--- config.mk ---
export PLATFORM = sky130hd
export DESIGN_NAME = ps2_key_ctrl
export DESIGN_NICKNAME = d
export VERILOG_FILES = /design/src/rtl/ps2_pkg.sv /design/src/rtl/ps2_watchdog.sv /design/src/rtl/ps2_key_ctrl.sv
export SDC_FILE = /design/constraint.sdc
export NUM_CORES = 1
export LEC_CHECK = 0
export BUFFER_PORTS_ARGS = -buffer_cell sky130_fd_sc_hd__buf_2
export CORE_MARGIN = 2
export CORE_UTILIZATION = 56
export CTS_CLUSTER_DIAMETER = 40
export DETAILED_ROUTE_END_ITERATION = 16
export GPL_ROUTABILITY_DRIVEN = 1
export GPL_TIMING_DRIVEN = 0
export PLACE_DENSITY = 0.76
export SLEW_MARGIN = 20
export SYNTH_ARGS = -nofsm -noshare
export SYNTH_HDL_FRONTEND = slang
export SYNTH_SLANG_ARGS = --single-unit
--- constraint.sdc ---
create_clock -name clk -period 2.2 [get_ports clk]
set_input_delay 0.11 -clock clk [delete_from_list [all_inputs] [get_ports clk]]
set_output_delay 0.11 -clock clk [all_outputs]
set_load 0.02 [all_outputs]
--- src/rtl/ps2_pkg.sv ---
// Shared definitions for the PS/2 key controller slice.
//   - scan-code constants for prefix and controller-response bytes
//   - key-sequencer state encoding
//   - watchdog counter width helper and control-byte classifier
package ps2_pkg;

  localparam logic [7:0] SC_EXT    = 8'hE0;
  localparam logic [7:0] SC_BRK    = 8'hF0;
  localparam logic [7:0] SC_BAT    = 8'hAA;
  localparam logic [7:0] SC_ACK    = 8'hFA;
  localparam logic [7:0] SC_ECHO   = 8'hEE;
  localparam logic [7:0] SC_RESEND = 8'hFE;
  localparam logic [7:0] SC_ERR0   = 8'h00;
  localparam logic [7:0] SC_ERR1   = 8'hFF;

  typedef enum logic [1:0] {
    ST_IDLE     = 2'd0,
    ST_GOT_E0   = 2'd1,
    ST_GOT_F0   = 2'd2,
    ST_GOT_E0F0 = 2'd3
  } ps2_state_t;

  function automatic int unsigned wd_width(input int unsigned cyc);
    return $clog2(cyc);
  endfunction

  function automatic logic is_ctrl_byte(input logic [7:0] b);
    return (b == SC_BAT) || (b == SC_ACK) || (b == SC_ECHO) ||
           (b == SC_RESEND) || (b == SC_ERR0) || (b == SC_ERR1);
  endfunction

endpackage

--- src/rtl/ps2_watchdog.sv ---
// Inter-byte watchdog for prefixed PS/2 sequences.
//   clk    : system clock
//   reset  : asynchronous active-low reset
//   run    : count enable (sequencer is mid-sequence)
//   clear  : restart the count (byte accepted)
//   expire : high while the count sits at TIMEOUT_CYC-1 and run is set
module ps2_watchdog
  import ps2_pkg::*;
#(
  parameter int unsigned TIMEOUT_CYC = 2500000
) (
  input  logic clk,
  input  logic reset,
  input  logic run,
  input  logic clear,
  output logic expire
);

  localparam int unsigned W = wd_width(TIMEOUT_CYC);
  localparam logic [W-1:0] LAST = W'(TIMEOUT_CYC - 1);

  logic [W-1:0] cnt_q;

  // Not running means idle, so the count is held at zero there; this covers
  // the "clear on entry to idle" case without a separate strobe.
  always_ff @(posedge clk or negedge reset) begin
    if (!reset) begin
      cnt_q <= '0;
    end else if (!run || clear) begin
      cnt_q <= '0;
    end else if (cnt_q != LAST) begin
      cnt_q <= cnt_q + W'(1);
    end
  end

  assign expire = run && (cnt_q == LAST);

endmodule

--- src/rtl/ps2_key_ctrl.sv ---
// PS/2 key event sequencer.
// Folds E0/F0 prefix bytes from ps2_rx into single key events and presents
// them on a valid/ack handshake; a watchdog drops stalled prefix sequences.
//   clk, reset    : clock, asynchronous active-low reset
//   enable        : host reception enable; rx_en is its registered copy
//   rx_done_tick  : byte strobe from ps2_rx, rx_byte is the byte
//   key_code/ext/break/valid, key_ack : event output handshake
//   seq_err       : pulse on prefix protocol error or watchdog timeout
//   overrun       : pulse when an event is dropped because one is pending
module ps2_key_ctrl
  import ps2_pkg::*;
#(
  parameter int unsigned TIMEOUT_CYC = 2500000,
  parameter bit          FILTER_CTRL = 1'b1
) (
  input  logic       clk,
  input  logic       reset,
  input  logic       enable,
  input  logic       rx_done_tick,
  input  logic [7:0] rx_byte,
  output logic       rx_en,
  output logic [7:0] key_code,
  output logic       key_ext,
  output logic       key_break,
  output logic       key_valid,
  input  logic       key_ack,
  output logic       seq_err,
  output logic       overrun
);

  ps2_state_t state_q, state_d;
  logic       tick_ok;
  logic       wd_expire;
  logic       emit;
  logic       emit_ext;
  logic       emit_brk;
  logic       err_d;

  assign tick_ok = enable && rx_done_tick;

  ps2_watchdog #(
    .TIMEOUT_CYC(TIMEOUT_CYC)
  ) u_watchdog (
    .clk   (clk),
    .reset (reset),
    .run   (state_q != ST_IDLE),
    .clear (tick_ok),
    .expire(wd_expire)
  );

  always_ff @(posedge clk or negedge reset) begin
    if (!reset) begin
      state_q <= ST_IDLE;
    end else begin
      state_q <= state_d;
    end
  end

  // A byte arriving in the expiry cycle takes priority over the timeout.
  always_comb begin
    state_d  = state_q;
    emit     = 1'b0;
    emit_ext = 1'b0;
    emit_brk = 1'b0;
    err_d    = 1'b0;
    if (!enable) begin
      state_d = ST_IDLE;
    end else if (tick_ok) begin
      unique case (state_q)
        ST_IDLE: begin
          if (rx_byte == SC_EXT) begin
            state_d = ST_GOT_E0;
          end else if (rx_byte == SC_BRK) begin
            state_d = ST_GOT_F0;
          end else if (!(FILTER_CTRL && is_ctrl_byte(rx_byte))) begin
            emit = 1'b1;
          end
        end
        ST_GOT_E0: begin
          if (rx_byte == SC_BRK) begin
            state_d = ST_GOT_E0F0;
          end else if (rx_byte != SC_EXT) begin
            emit     = 1'b1;
            emit_ext = 1'b1;
            state_d  = ST_IDLE;
          end
        end
        ST_GOT_F0: begin
          state_d = ST_IDLE;
          if (rx_byte == SC_EXT || rx_byte == SC_BRK) begin
            err_d = 1'b1;
          end else begin
            emit     = 1'b1;
            emit_brk = 1'b1;
          end
        end
        ST_GOT_E0F0: begin
          state_d = ST_IDLE;
          if (rx_byte == SC_EXT || rx_byte == SC_BRK) begin
            err_d = 1'b1;
          end else begin
            emit     = 1'b1;
            emit_ext = 1'b1;
            emit_brk = 1'b1;
          end
        end
        default: state_d = ST_IDLE;
      endcase
    end else if (wd_expire) begin
      state_d = ST_IDLE;
      err_d   = 1'b1;
    end
  end

  always_ff @(posedge clk or negedge reset) begin
    if (!reset) begin
      rx_en     <= 1'b0;
      key_code  <= '0;
      key_ext   <= 1'b0;
      key_break <= 1'b0;
      key_valid <= 1'b0;
      seq_err   <= 1'b0;
      overrun   <= 1'b0;
    end else begin
      rx_en   <= enable;
      seq_err <= err_d;
      overrun <= 1'b0;
      if (emit) begin
        if (!key_valid || key_ack) begin
          key_code  <= rx_byte;
          key_ext   <= emit_ext;
          key_break <= emit_brk;
          key_valid <= 1'b1;
        end else begin
          overrun <= 1'b1;
        end
      end else if (key_valid && key_ack) begin
        key_valid <= 1'b0;
      end
    end
  end

endmodule

==> results.toml <==
[placement]
dp_hpwl_um = 2760
portBuffers = 26
gp_congestion = 0.797
dp_slack_ns = 0.136
placed_cells_incl_taps = 250

[pwr]
p_int_uw = 976
p_total_uw = 1350
peakVddDrop_mv = 0.326
seqPwrFrac_pct = 56.3
pwr-share-clk_pct = 27.8
comb_power_share_pct = 15.8
powerDensity_nw_per_um2 = 632
power_switching_uw = 370
cellLeakagePower_uw = 0.000915
swShare_pct = 27.5

[timing]
worst_slack_ns = 0.180
fin_hold_ws_ns = 0.0486
skew_ns = 0.0102
rsz0062_at_grt = "yes"
period_minus_slack_ns = 2.02
drv_slew = 0
fmax_mhz = 495
worstMarginPinSlew_ns = 0.817
setup_violations = 0
fin_crit_sh_pct = 91.8
finalHoldViolations = 0
slew_headroom_pct = 45.6

[cts]
clk_path_buf_depth = 2
cts.sinks = 38
clk-insertion-delay-late_ns = 0.34
clkSlewWorstSetupHoldPaths_ns = 0.11
ctsRootBufferMaster = "clkbuf_4"
cts_htree_levels = 2
cts_inserted_buffers = 5
cts_tree = "built"
post_cts_buffers = 0

[drt]
wl_um = 3770
postRouteAntennaNets = 0
drtIter0Drc = 124
route.detailed.drc = 0
first_pass_iters = 4
avgRoutedWirePerCell_um = 14.5
vias_per_cell = 5.70
via_count = 1482

[setup_path]
crit_type = "flop to flop"
critPathCaptureType = "flop"
timing.rr.end = "seq_err$_DFF_PN0_"
reg2regPathDepth = 6
path_max_fanout = 7
cp_data_arrival_time_ns = 2.31
r2r-start = "u_watchdog.cnt_q[5]$_DFFE_PN0P_"
r2r_slack_ns = 0.18
start_kind = "flop"
critical_path_required_ns = 2.49

[yosys]
synth.distinct_cells = 43
ys.flop_type = "dfrtp_1"
seq_area_frac_synth_pct = 51.1
post_synth.cell_area_avg_um2 = 10.3
postSynthCellCount = 180
synthTopCellsByArea = "dfrtp_1 (51%), mux2_2 (6.1%), nor2_1 (5.0%)"
async_flop_share_pct = 100
ys.warnings.count = 0
synth_area_um2 = 1860
synth-edff-count = 0
synth-seq-cells = 38
yosysTopAreaCellShare_pct = 51.1
yosys.area.top_type = "dfrtp_1"
syn_nets = 194

[grt]
antenna_found_initial = 0
track_usage_pct = 22.9
grt_pass1_vias = 1434
grt_max_degree = 39
grt_pass1_wl_um = 6240
grt_overflow = 0

[final_layout]
fin_cells = 260
area_growth_pct = 14.4
antenna_cells = 0
mostFrequentLayoutCell = "dfrtp_1"
post-route-util_pct = 68.6
final_cell_mix = "dfrtp_1 (38), buf_2 (28), nor2_1 (24), nand2_1 (11), mux2_2 (10)"
drive_gt1_share_pct = 25.0
nets = 229

[min_path]
hold_path_depth = 2
hp-start = "rx_byte[0]"
hp-class = "primary input to flop"
min_delay_worst_endpoint = "key_code[0]$_DFFE_PN0P_"

[floorplan]
row_count = 20
dieArea_um2 = 3800
io-pin-count = 27
die_x_um = 61.6
die_y_um = 61.6
start_util_pct = 60.0
core_area_um2 = 3100

[run]
drv_cap = 0

[run_status]
run_status = "completed"
[power by group through the flow]
stage	registers, uW	logic [uW]	clock network, uW
after floorplan	817	78.8	0
after global placement	768	207	0
after detailed placement	773	213	0
after CTS	759	216	379
after global routing	765	233	430
final	758	213	375
[logic make-up after synthesis]
kind of cell	count (synthesis)	synth area share, %
adders and majority gates	1	0.672
and+or+nand+nor	79	23.2
xor gates and xnor gates	16	7.53
DFF	38	51.1
buffers and inverters	10	2.22
muxes	11	6.59
AOI/OAI and AO/OA	25	8.68
[metal layers]
layer	GRT usage (%)	up-vias	share of wire [%]
met4	7.90	0	1.5
li1	-	726	-
met3	6.30	7	4.7
met5	0	-	0
met2	39.5	37	51
met1	27.3	712	42
[how the worst max path moves through the flow]
stage / from / endpoint
2_1_floorplan: u_watchdog.cnt_q[5]$_DFFE_PN0P_ / seq_err$_DFF_PN0_
3_3_place_gp: u_watchdog.cnt_q[5]$_DFFE_PN0P_ / u_watchdog.cnt_q[1]$_DFFE_PN0P_
3_5_place_dp: u_watchdog.cnt_q[5]$_DFFE_PN0P_ / u_watchdog.cnt_q[11]$_DFFE_PN0P_
4_1_cts: u_watchdog.cnt_q[5]$_DFFE_PN0P_ / u_watchdog.cnt_q[11]$_DFFE_PN0P_
5_1_grt: u_watchdog.cnt_q[5]$_DFFE_PN0P_ / seq_err$_DFF_PN0_
6_report: u_watchdog.cnt_q[5]$_DFFE_PN0P_ / seq_err$_DFF_PN0_
[flip-flops by register name (all words and copies together), names as in the netlist]
| name | cells |
|---|---|
| u_watchdog.cnt_q | 22 |
| overrun | 1 |
| key_valid | 1 |
| key_code | 8 |
| key_break | 1 |
| key_ext | 1 |
| seq_err | 1 |
| rx_en | 1 |
| state_q | 2 |
[cells in the mapped netlist, types with 2 or more instances]
library cell / instances
nor4_1: 5
and3_1: 2
and4_2: 2
buf_2: 2
nor2_1: 25
nand3_1: 4
inv_1: 3
clkbuf_1: 3
nand4_1: 6
a31oi_1: 3
nand2_1: 11
nor3_1: 8
dfrtp_1: 38
or3_1: 2
xor2_1: 7
nor2b_1: 2
xnor2_1: 9
o21ai_0: 7
nor4b_1: 2
and4_1: 3
o2111ai_1: 2
a21oi_1: 4
mux2_2: 10
[metrics by stage]
stage / setup TNS [ns] / instance area (um2)
after floorplan: 0 / 1860
after global placement: 0 / 2050
after detailed placement: 0 / 2050
after CTS: 0 / 2130
after global routing: -0.00229 / 2130
final: 0 / 2130
[repair_timing]
| item | CTS | global route |
|---|---|---|
| hold buffers | 2 | 0 |
| hold endpoints to repair | 39 | 0 |
| gates resized for setup | 0 | 1 |
| setup endpoints to repair | 0 | 2 |
[final cells by class]
cell class	count	area, um2
flip-flops and latches	38	951
plain buffers	6	26.3
clock buffers	7	55.1
well taps	44	55.1
clock inverters	1	5.00
multi-input cells	132	871
inverters	4	15.0
fillers	257	975
repair buffers	28	150
[worst max-delay path, stage by stage (launching register included)]
cell and delay [ns]:
dfrtp_1 0.38, clkbuf_2 0.16, nor4b_1 0.32, nand4_1 0.31, or4b_1 0.57, o21ai_1 0.09, o21a_1 0.14
Note: power is estimated with default switching activity, not from simulation.
